<file path="src/rtl/fp_pkg.sv">
// Shared FPU definitions: issue-stage FSM states and IEEE754 special-value classifiers.
package fp_pkg;

  typedef enum logic [1:0] {
    IDLE = 2'd0,
    EXEC = 2'd1,
    HOLD = 2'd2
  } fsm_t;

  // Field widths are passed in so the same helpers serve 32- and 64-bit formats.
  function automatic logic is_nan(logic [63:0] v, int unsigned ew, int unsigned mw);
    logic [63:0] mmask;
    logic [63:0] emask;
    mmask = (64'd1 << mw) - 64'd1;
    emask = ((64'd1 << ew) - 64'd1) << mw;
    return ((v & emask) == emask) && ((v & mmask) != 64'd0);
  endfunction

  function automatic logic is_inf(logic [63:0] v, int unsigned ew, int unsigned mw);
    logic [63:0] mmask;
    logic [63:0] emask;
    mmask = (64'd1 << mw) - 64'd1;
    emask = ((64'd1 << ew) - 64'd1) << mw;
    return ((v & emask) == emask) && ((v & mmask) == 64'd0);
  endfunction

endpackage

</file>
<file path="src/rtl/fp_add_issue.sv">
// Issue/retire stage around the combinational FPAdder: registers operands, waits a fixed
// settle time, captures and classifies the sum, then holds it under valid/ready.
module fp_add_issue
  import fp_pkg::*;
#(
  parameter int unsigned LOGWIDTH  = 5,
  parameter int unsigned EXPWIDTH  = 8,
  parameter int unsigned MANTWIDTH = 23,
  parameter int unsigned LATENCY   = 2
) (
  input  logic                     clk,
  input  logic                     reset,
  input  logic                     ciValid,
  output logic                     doReady,
  input  logic [2**LOGWIDTH-1:0]   diA,
  input  logic [2**LOGWIDTH-1:0]   diB,
  input  logic                     ciADD_n,
  output logic [2**LOGWIDTH-1:0]   doFA,
  output logic [2**LOGWIDTH-1:0]   doFB,
  output logic                     doFADD_n,
  input  logic [2**LOGWIDTH-1:0]   diFY,
  output logic                     doValid,
  input  logic                     ciReady,
  output logic [2**LOGWIDTH-1:0]   doY,
  output logic                     doNAN,
  output logic                     doINF,
  output logic                     doBusy
);

  localparam int unsigned W    = 2**LOGWIDTH;
  localparam int unsigned CntW = $clog2(LATENCY + 1);

  fsm_t            state_q, state_d;
  logic [CntW-1:0] cnt_q, cnt_d;
  logic [W-1:0]    fa_q, fa_d, fb_q, fb_d, y_q, y_d;
  logic            add_n_q, add_n_d, valid_q, valid_d, nan_q, nan_d, inf_q, inf_d;
  logic            ready;

  always_comb begin
    ready = 1'b0;
    case (state_q)
      IDLE:    ready = 1'b1;
      HOLD:    ready = ciReady;
      default: ready = 1'b0;
    endcase
  end

  // Reset forces every output low, including the ready that IDLE would otherwise raise.
  assign doReady = ready & ~reset;
  assign doBusy  = (state_q != IDLE);

  always_comb begin
    state_d = state_q;
    cnt_d   = cnt_q;
    fa_d    = fa_q;
    fb_d    = fb_q;
    add_n_d = add_n_q;
    y_d     = y_q;
    nan_d   = nan_q;
    inf_d   = inf_q;
    valid_d = valid_q;
    if (ciValid && ready) begin
      fa_d    = diA;
      fb_d    = diB;
      add_n_d = ciADD_n;
      cnt_d   = CntW'(LATENCY - 1);
    end
    case (state_q)
      IDLE: begin
        if (ciValid) state_d = EXEC;
      end
      EXEC: begin
        if (cnt_q != '0) begin
          cnt_d = cnt_q - CntW'(1);
        end else begin
          y_d     = diFY;
          nan_d   = is_nan(64'(diFY), EXPWIDTH, MANTWIDTH);
          inf_d   = is_inf(64'(diFY), EXPWIDTH, MANTWIDTH);
          valid_d = 1'b1;
          state_d = HOLD;
        end
      end
      HOLD: begin
        if (ciReady) begin
          valid_d = 1'b0;
          state_d = ciValid ? EXEC : IDLE;
        end
      end
      default: state_d = IDLE;
    endcase
  end

  always_ff @(posedge clk or posedge reset) begin
    if (reset) begin
      state_q <= IDLE;
      cnt_q   <= '0;
      fa_q    <= '0;
      fb_q    <= '0;
      add_n_q <= 1'b0;
      y_q     <= '0;
      nan_q   <= 1'b0;
      inf_q   <= 1'b0;
      valid_q <= 1'b0;
    end else begin
      state_q <= state_d;
      cnt_q   <= cnt_d;
      fa_q    <= fa_d;
      fb_q    <= fb_d;
      add_n_q <= add_n_d;
      y_q     <= y_d;
      nan_q   <= nan_d;
      inf_q   <= inf_d;
      valid_q <= valid_d;
    end
  end

  assign doFA     = fa_q;
  assign doFB     = fb_q;
  assign doFADD_n = add_n_q;
  assign doY      = y_q;
  assign doNAN    = nan_q;
  assign doINF    = inf_q;
  assign doValid  = valid_q;

endmodule

</file>
<file path="config.mk">
export PLATFORM = sky130hd
export DESIGN_NAME = fp_add_issue
export DESIGN_NICKNAME = d
export VERILOG_FILES = /design/src/rtl/fp_pkg.sv /design/src/rtl/fp_add_issue.sv
export SDC_FILE = /design/constraint.sdc
export NUM_CORES = 1
export LEC_CHECK = 0
export CORE_AREA = 4 4 91 93
export CTS_CLUSTER_SIZE = 24
export DETAILED_ROUTE_END_ITERATION = 10
export DIE_AREA = 0 0 95 97
export DONT_BUFFER_PORTS = 1
export PLACE_DENSITY = 0.72
export SYNTH_ARGS = -nofsm -noshare
export SYNTH_HDL_FRONTEND = slang
export SYNTH_SLANG_ARGS = --single-unit
export TNS_END_PERCENT = 5
</file>
<file path="constraint.sdc">
create_clock -name clk -period 3.71 [get_ports clk]
set_clock_uncertainty 0.2 [all_clocks]
set_input_delay 0.371 -clock clk [delete_from_list [all_inputs] [get_ports clk]]
set_output_delay 0.371 -clock clk [all_outputs]
set_load 0.05 [all_outputs]
</file>
# --- Yosys cells after proc, flatten, opt, wreduce, memory -nomap -nowiden ---
# Index checks and enable logic that the tools add are counted.
classes:
  n_addsub: 1
  eq_ne: 6
  mux: 12
  bitwise_logic: 3
  reduce_logical: 12
op_table:
  columns: ["op", "count"]
  rows:
  - ["logical NOT 64 bit", 1]
  - ["nonzero test 64 bit", 1]
  - ["two-way mux 2 bit", 6]
  - ["equality test 8 bit, second input constant", 1]
  - ["inequality test 2 bit, second input constant", 3]
  - ["one-hot mux 2 bit (3 select lines)", 1]
  - ["AND reduction 3 bit", 2]
  - ["nonzero test 2 bit", 3]
  - ["one-hot mux 1 bit (2 select lines)", 2]
  - ["logical AND 1 bit", 3]
  - ["two-way mux 1 bit", 3]
  - ["equality test 2 x 1 -> 1 bit, second input constant", 1]
  - ["equality test 2 bit, second input constant", 1]
  - ["logical NOT 2 bit", 1]
  - ["inverter 1 bit", 2]
  - ["AND reduction 2 bit", 1]
  - ["subtractor 2 x 1 -> 2 bit, second input constant", 1]
  - ["bitwise AND 1 bit", 1]
totals:
  register_bits: 104

# --- Depth between registers and ports, before layout ---
# Gate-level depths: netlist of the first run.
logic_depth:
  word_depth: 6
  mapped_depth: 6

# --- Worst setup path before layout of the first run ---
# OpenSTA, ideal clock, no wires.
synth_path:
  path_kind: "register to output"
  start: "register state_q[1]"
  end: "output doReady"
  arrival_ns: 1.637
  setup_slack_ns: 1.502
  stages_incl_launch_ff: 3
  cell_sequence: "dfrtp_1 > and2b_1 > nor3_1"
synth_between:
  elab_chain_len: 3
  elab_cells_between_ends: 4
  cone_classes: "eq/ne (1); mux (1); bitwise (1); reduce/logical (1)"
synth_rtl:
  columns: ["element", "line_no", "text"]
  rows:
  - ["from (decl)", "fp_add_issue.sv:33", "fsm_t state_q, state_d;"]
  - ["from (signal assigned)", "fp_add_issue.sv:105", "state_q <= state_d;"]
  - ["equality test 2 bit / logical NOT 2 bit (equally long branches)", "fp_add_issue.sv:41", "case (state_q)"]
  - ["one-hot mux 1 bit (2 select lines) (*)", "fp_add_issue.sv:41", null]
  - ["bitwise AND 1 bit (*)", "fp_add_issue.sv:49", "assign doReady = ready & ~reset;"]
  - ["to (decl)", "fp_add_issue.sv:14", "output logic doReady,"]
# Mark *: on every way between the ends. The rest lies on a longest branch, timed or not.

# --- Worst setup path after layout of the first run ---
layout_path:
  start: "register state_q[0]"
  end: "register fa_q[24], in the netlist doFA[24]"
layout_between:
  elab_chain_len: 3
  elab_cells_between_ends: 4
  cone_classes: "eq/ne (1); mux (1); reduce/logical (2)"
layout_rtl:
  columns: ["element", "line_no", "text"]
  rows:
  - ["equality test 2 bit / logical NOT 2 bit (equally long branches)", "fp_add_issue.sv:41", null]
  - ["one-hot mux 1 bit (2 select lines) (*)", "fp_add_issue.sv:41", null]
  - ["logical AND 1 bit (*)", "fp_add_issue.sv:62", "if (ciValid && ready) begin"]
  - ["to (signal assigned)", "fp_add_issue.sv:97", "fa_q <= '0;"]
  - ["to (signal assigned)", "fp_add_issue.sv:107", "fa_q <= fa_d;"]
  - ["to (decl)", "fp_add_issue.sv:35", "logic [W-1:0] fa_q, fa_d, fb_q, fb_d, y_q, y_d;"]
# Marked as above.
# A chain may end at the register's enable or synchronous reset.

==> run summary, run 1 <==
status: finished, final reports clean
Area Growth Syn to Fin: 32.35%
initial antenna violation count: 0
die width: 95 um
top cell type's share of synthesized area: 65.20%
CP endpoint kind: register
H-tree levels: 3
final routed DRC violation total: 0
setup bufs post-CTS: 0
Net count, final: 519
kind of critical path: reg2reg
clk root buf: clkbuf_8
actual slew at the worst max-slew pin: 933.0 ps
Worst slew margin: 37.80%
Synth Area in XOR/XNOR: 0%
diodes inserted: 0
via count: 2831
fillers: 523
final setup fails: 0
post-synthesis adder-cell area fraction: 0%
Slew Limit Fails: 0
max incr delay on CP: 560 ps
final RePlAce weighted congestion: 0.7907
register area share after synthesis: 65.20%
drt pass-1 iters: 4
Post-Synth Simple-Gate Area: 12.57%
drt wl/cell: 19.65 um
Slowest cell on crit path: nor2_4
Reg2Reg Launch Point: state_q[0]
first-pass GRT wire length: 16130 um
Tot GR Track Use: 22.72%
core area: 0.007527 mm2
largest net degree at the start of global routing: 81
crit-path cells: nand2b_1, nor2_4, buf_12, mux2_2
Buffers & Inverters on Critical Path: 1
post-DP HPWL: 6387 um
CTS max path bufs: 2
Synth area leader: dfrtp_1
Die Y: 97 um
DIE AREA: 0.009215 mm2
FFs w/ async S/R, synth: 100.0%
CTS tree: built
Syn. warnings: 0
top cells by area, synth: dfrtp_1 65%, mux2_2 18%, nand2_1 9.5%
hold crit path type: in2reg
synthesized area: 0.003991 mm2
#FFs+latches synth: 104
RSZ-0062 raised after global routing: no
cts bufs inserted: 9
total gr overflow: 0
Routed Antenna Nets: 0
hold path depth: 3
Synth Flop Type: dfrtp_1
CTS sink cnt: 104
EDFF count, synth: 0
setup TNS: 0 ps
Crit path required time: 3750 ps
syn nets: 418
largest family of logic cells by synthesized area: multiplexers
Clock transition at path regs: 90 ps
Synth cell types: 22
starting density of the core: 53.03%
Worst-Skew Late Latency: 350 ps
most frequent cell after synthesis: dfrtp_1
final number of hold-violating endpoints: 0
path depth of the worst reg2reg path: 4
Period minus WS final: 2309 ps
startpoint types: register
Total Wirelength: 10320 um
# IOs: 203
Mapped Avg Cell Area: 12.59 um2
row cnt: 32
mux share of post-synthesis cell area: 18.34%
fmax: 433.0 MHz
initial drt markers: 94
CP Data Arrival Time: 2350 ps
CP Max Fanout: 43
max-cap viol count: 0
vias in the first global route: 3151
IO buf count: 0
post-synthesis compound-gate area fraction: 1.630%
hold_ws: 21.99 ps
Via density: 5.392
Util after Layout: 70.18%
Gate Count Post-Synth: 317
R2R Setup Slk: 1400 ps
layout cell share with drive strength beyond 1: 21.51%
fin crit share: 62.25%
WHS Endpoint: doValid
Worst R2R End: doFA[24]
min-delay src: ciReady
Post-synth top cells: 104 x dfrtp_1, 101 x nand2_1, 65 x mux2_2
CP delay by family, top: simple AND/OR/NAND/NOR gates
[area by class of cell]
| cell class | instances | area, um2 | area share (%) |
|---|---|---|---|
| flip-flops and latches | 104 | 2603 | 49.27 |
| multi-input cells | 197 | 1311 | 24.82 |
| repair buffers | 104 | 1041 | 19.71 |
| clock buffers | 11 | 151.4 | 2.866 |
| well taps | 102 | 127.6 | 2.416 |
| clock inverters | 5 | 38.79 | 0.7342 |
| inverters | 2 | 10.01 | 0.1895 |
[flip-flops by register name (all words and copies together), names as in the netlist]
signal	cells
doValid	1
doFA	32
doFB	32
doY	32
doNAN	1
state_q	2
cnt_q	2
doINF	1
doFADD_n	1
[placed cells by master (no fill, tap or decap), types with 2 or more instances in the layout]
master and n:
clkbuf_8 11, nor4_1 5, nand4_1 3, dlygate4sd3_1 99, mux2_2 65, o21ai_0 4, nand2_1 101, nand2b_1 2
dfrtp_1 104, buf_4 4, or3_1 2, inv_6 2, nor3_1 3
[worst min-delay path: stages]
cell     delay (ps)
nand2_1          40
o21ai_0          70
nand2_1          60
[timing repair]
action / in CTS / in global routing
gates resized for setup: 0 / 0
endpoints found under the hold margin: 178 / 0
hold buffers: 99 / 0
[per-stage QoR]
step	cell area (um2)	setup slack [ps]	cells
floorplan	3991	406.8	317
global placement	4101	1509	410
detailed placement	4101	1453	410
CTS	5283	1430	525
global route	5283	1326	525
finish	5283	1401	525
[cells by family (layout without fill, tap and decap cells)]
| kind of cell | Yosys count | count (layout) |
|---|---|---|
| muxes | 65 | 65 |
| AOI/OAI and AO/OA | 10 | 10 |
| buffers and inverters | 16 | 122 |
| and+or+nand+nor | 122 | 122 |
| DFF | 104 | 104 |
[per-layer routing]
metal	up-vias	global-route usage (%)	wire, um
met5	-	0	0
met4	0	12.54	473
met3	43	7.621	1045
met2	155	38.07	5224
met1	1376	24.88	3574
li1	1257	-	-
[worst max-delay path by stage]
stage,slack [ps],end,depth (start not counted),startpoint
finish,1400,doFA[24],4,state_q[0]
global route,1330,doFA[24],4,state_q[0]
CTS,1430,doFA[11],4,state_q[0]
detailed placement,1450,doFB[30],4,state_q[0]
global placement,1510,doFA[14],4,state_q[0]
floorplan,410,cnt_q[0],1,reset
Power of run 1 is not shown: default switching activity piles up to over one toggle a cycle in this logic, so the estimate is an artifact.
==> run 2, diff against run 1 <==
--- a/config.mk
+++ b/config.mk
@@ -10,7 +10,7 @@
 export DETAILED_ROUTE_END_ITERATION = 10
 export DIE_AREA = 0 0 95 97
 export DONT_BUFFER_PORTS = 1
-export PLACE_DENSITY = 0.72
+export PLACE_DENSITY = 0.74
 export SYNTH_ARGS = -nofsm -noshare
 export SYNTH_HDL_FRONTEND = slang
 export SYNTH_SLANG_ARGS = --single-unit
==> constraint.sdc (replaced) <==
create_clock -name clk -period 1.9 [get_ports clk]
set_clock_uncertainty 0.2 [all_clocks]
set_input_delay 0.19 -clock clk [delete_from_list [all_inputs] [get_ports clk]]
set_output_delay 0.19 -clock clk [all_outputs]
set_load 0.05 [all_outputs]
==> run summary, run 2 (same netlist as run 1, synthesis figures left out) <==
die width: 95 um (unchanged)
most frequent cells in the layout: 104 x dfrtp_1, 101 x nand2_1, 100 x dlygate4sd3_1
Setup WS pre-CTS: 113.6 ps (-1340 ps)
CTS max path bufs: 2 (unchanged)
total gr overflow: 0 (unchanged)
Slowest cell on crit path: dfrtp_1
final RePlAce weighted congestion: 0.8298 (+4.9%)
H-tree levels: 3 (unchanged)
status: finished, final reports clean
largest net degree at the start of global routing: 62 (-23%)
Total Wirelength: 10170 um (-1.4%)
vias in the first global route: 2939 (-6.7%)
Die Y: 97 um (unchanged)
max incr delay on CP: 420 ps (-140 ps)
CTS tree: built
max-cap viol count: 0 (unchanged)
layout cell share with drive strength beyond 1: 22.61% (+1.1 points)
cts bufs inserted: 9 (unchanged)
DIE AREA: 0.009215 mm2 (unchanged)
CP endpoint kind: register
commonest non-fill, non-tap cell in the layout: dfrtp_1
diodes inserted: 0 (unchanged)
Via density: 5.309 (-1.5%)
initial drt markers: 87 (-7.4%)
via count: 2819 (-0.42%)
actual slew at the worst max-slew pin: 519.5 ps (-413.5 ps)
starting density of the core: 53.03% (unchanged)
final number of hold-violating endpoints: 0 (unchanged)
initial antenna violation count: 0 (unchanged)
setup bufs post-CTS: 0 (unchanged)
CP Max Fanout: 35 (-19%)
first-pass GRT wire length: 15610 um (-3.3%)
RSZ-0062 raised after global routing: no
hold crit path type: in2reg
kind of critical path: reg2reg
fillers: 516 (-1.3%)
Slew Limit Fails: 0 (unchanged)
post-DP HPWL: 6495 um (+1.7%)
Net count, final: 526 (+1.3%)
drt pass-1 iters: 6 (+2)
drt wl/cell: 19.16 um (-2.5%)
final routed DRC violation total: 0 (unchanged)
fin worst setup slack: 102.8 ps (-1298 ps)
Worst-Skew Late Latency: 340 ps (about the same)
Period minus WS final: 1797 ps (-512.2 ps)
CTS sink cnt: 104 (unchanged)
final setup fails: 0 (unchanged)
CP Data Arrival Time: 1830 ps (-520 ps)
Area Growth Syn to Fin: 35.11%
fin crit share: 94.59% (+32 points)
crit-path cells: nand2b_1, nor2_4, buf_12, mux2_2
IO buf count: 0 (unchanged)
fmax: 556.4 MHz (+28%)
Worst slew margin: 65.36% (+28 points)
startpoint types: register
row cnt: 32 (unchanged)
clk root buf: clkbuf_8
Crit path required time: 1930 ps (-1820 ps)
Routed Antenna Nets: 0 (unchanged)
# IOs: 203 (unchanged)
core area: 0.007527 mm2 (unchanged)
Tot GR Track Use: 22.18% (-0.54 points)
Clock transition at path regs: 90 ps (about the same)
## run 2: critical path: cells and delay by family (launching register included)
| kind | cells | cell delay, ps |
|---|---|---|
| multiplexers | 1 | 360 |
| AND/OR/NAND/NOR | 2 | 440 |
| buffers and inverters | 1 | 230 |
| flip-flops | 1 | 420 |
## run 2: layout make-up
cell class,instances,area [um2],share of cell area [%]
tap,102,127.6,2.367
sequential,104,2603,48.26
timing repair buffer,111,1134,21.02
multi-input combinational,197,1316,24.41
inverter,2,11.26,0.2088
clock buffer,10,137.6,2.552
clock inverter,5,63.81,1.183
## run 2: final timing paths
kind	from	endpoint	slack, ps	cells past startpoint
min in group asynchronous	reset	doFB[19]	190	3
worst min-delay path	ciValid	cnt_q[1]	60	2
worst max-delay path	state_q[0]	doFA[14]	100	4
worst max register to register	state_q[0]	doFA[14]	100	4
worst min register to register	doValid	doValid	330	2
max in group asynchronous	reset	doFA[9]	830	3
## run 2: through the flow
step / setup TNS (ps) / instances / area, um2 / util (%) / hold slack, ps
2_1_floorplan: -127.3 / 317 / 3995 / - / 95.44
3_3_place_gp: 0 / 416 / 4190 / 55.67 / -21.41
3_5_place_dp: 0 / 416 / 4190 / 55.67 / -13.31
4_1_cts: 0 / 531 / 5393 / 71.64 / 47.91
5_1_grt: 0 / 531 / 5393 / 71.64 / 34.81
6_report: 0 / 531 / 5393 / 71.64 / 57.92
## run 2: what timing repair did
action	4_1_cts	5_1_grt
hold buffers	100	0
gates resized for setup	0	0
endpoints found under the hold margin	206	0
## run 2: metal layers
metal / GRT usage (%) / wire length, um
met2: 38.56 / 5167
met3: 8.631 / 1255
met1: 24.42 / 3503
met4: 7.436 / 245
met5: 0 / 0
Power of run 2 is left out for the same reason.
==> run 3, diff against run 2 <==
--- a/config.mk
+++ b/config.mk
@@ -11,6 +11,7 @@
 export DIE_AREA = 0 0 95 97
 export DONT_BUFFER_PORTS = 1
 export PLACE_DENSITY = 0.74
+export SKIP_CTS_REPAIR_TIMING = 1
 export SYNTH_ARGS = -nofsm -noshare
 export SYNTH_HDL_FRONTEND = slang
 export SYNTH_SLANG_ARGS = --single-unit
==> run summary, run 3 (same netlist as run 1, synthesis figures left out) <==
max-cap viol count: 0 (unchanged)
Die Y: 97 um (unchanged)
Setup WS pre-CTS: 113.6 ps (unchanged)
Buffers & Inverters on Critical Path: 1 (unchanged)
Slowest cell on crit path: dfrtp_1
Area Growth Syn to Fin: 35.11% (unchanged)
most frequent cells in the layout: 104 x dfrtp_1, 101 x nand2_1, 100 x dlygate4sd3_1
actual slew at the worst max-slew pin: 532.9 ps (+13.39 ps)
vias in the first global route: 2470 (-16%)
fmax: 556.7 MHz (about the same)
cts bufs inserted: 9 (unchanged)
fin crit share: 94.55% (about the same)
initial antenna violation count: 0 (unchanged)
CTS max path bufs: 2 (unchanged)
CTS tree: built
Period minus WS final: 1796 ps (-0.8050 ps)
final number of hold-violating endpoints: 1 (+1)
hold_ws: -4.238 ps (-62.15 ps)
hold crit path type: in2reg
total gr overflow: 0 (unchanged)
commonest non-fill, non-tap cell in the layout: dfrtp_1
placed insts: 416 (unchanged)
Routed Antenna Nets: 0 (unchanged)
largest net degree at the start of global routing: 62 (unchanged)
via count: 2782 (-1.3%)
CP Data Arrival Time: 1830 ps (about the same)
fin worst setup slack: 103.6 ps (+0.8050 ps)
Via density: 5.239 (-1.3%)
Clock transition at path regs: 90 ps (about the same)
post-route insts no fill: 531 (unchanged)
Worst-Skew Late Latency: 340 ps (about the same)
final setup fails: 0 (unchanged)
final routed DRC violation total: 0 (unchanged)
IO buf count: 0 (unchanged)
CP Max Fanout: 35 (unchanged)
drt wl/cell: 19.40 um (+1.2%)
CP delay by family, top: simple AND/OR/NAND/NOR gates
starting density of the core: 53.03% (unchanged)
Net count, final: 526 (unchanged)
Slew Limit Fails: 0 (unchanged)
drt pass-1 iters: 5 (-1)
first-pass GRT wire length: 13160 um (-16%)
RSZ-0062 raised after global routing: no
failing checks: hold timing
post-DP HPWL: 6495 um (unchanged)
row cnt: 32 (unchanged)
clk root buf: clkbuf_8
H-tree levels: 3 (unchanged)
CTS sink cnt: 104 (unchanged)
diodes inserted: 0 (unchanged)
crit-path cells: nand2b_1, nor2_4, buf_12, mux2_2
Util after Layout: 71.64% (unchanged)
CP Launch Point: state_q[0]
CP endpoint kind: register
Reg2Reg Launch Point: state_q[0]
Total Wirelength: 10300 um (+1.2%)
# IOs: 203 (unchanged)
max incr delay on CP: 420 ps (about the same)
layout cell share with drive strength beyond 1: 22.61% (unchanged)
Crit path required time: 1930 ps (about the same)
Tot GR Track Use: 18.49% (-3.7 points)
min-delay src: diFY[2]
DIE AREA: 0.009215 mm2 (unchanged)
die width: 95 um (unchanged)
status: complete, but fails checks
initial drt markers: 120 (+38%)
Worst slew margin: 64.47% (-0.89 points)
kind of critical path: reg2reg
core area: 0.007527 mm2 (unchanged)
final RePlAce weighted congestion: 0.8298 (unchanged)
startpoint types: register
run 3: worst min-delay path: stages:
cell	delay, ps
nor4_1	40
nand4_1	90
nor2_1	60
o21ai_1	120
run 3: routing by layer:
| metal | part of all wire, % | wire length [um] | GRT usage, % | vias up |
|---|---|---|---|---|
| li1 | - | - | - | 1268 |
| met1 | 36 | 3757 | 21.65 | 1344 |
| met2 | 51 | 5208 | 30.31 | 149 |
| met3 | 11 | 1117 | 7.932 | 21 |
| met4 | 2.1 | 216 | 6.104 | 0 |
| met5 | 0 | 0 | 0 | - |
run 3: metrics by stage:
step | hold WS (ps) | instance area (um2) | TNS [ps]
finish | -4.238 | 5393 | 0
detailed placement | -13.31 | 4190 | 0
floorplan | 95.44 | 3995 | -127.3
CTS | -401.7 | 4392 | 0
global placement | -21.41 | 4190 | 0
global route | 2.687 | 5393 | 0
run 3: path summary, 6_finish.rpt:
path	slack [ps]	end	depth (start not counted)
setup / recovery	100	doFA[14]	4
min in group asynchronous	210	doFB[22]	3
hold / removal	-4	doNAN	4
setup reg to reg	100	doFA[14]	4
hold reg to reg	330	doValid	2
max in group asynchronous	820	doFA[9]	3
run 3: area by class of cell:
type                       instances  area (um2)
tap                              102       127.6
multi-input combinational        197        1316
clock inverter                     5       63.81
clock buffer                      10       137.6
fill                             519        2135
sequential                       104        2603
inverter                           2       11.26
timing repair buffer             111        1134
Power of run 3 is left out for the same reason.
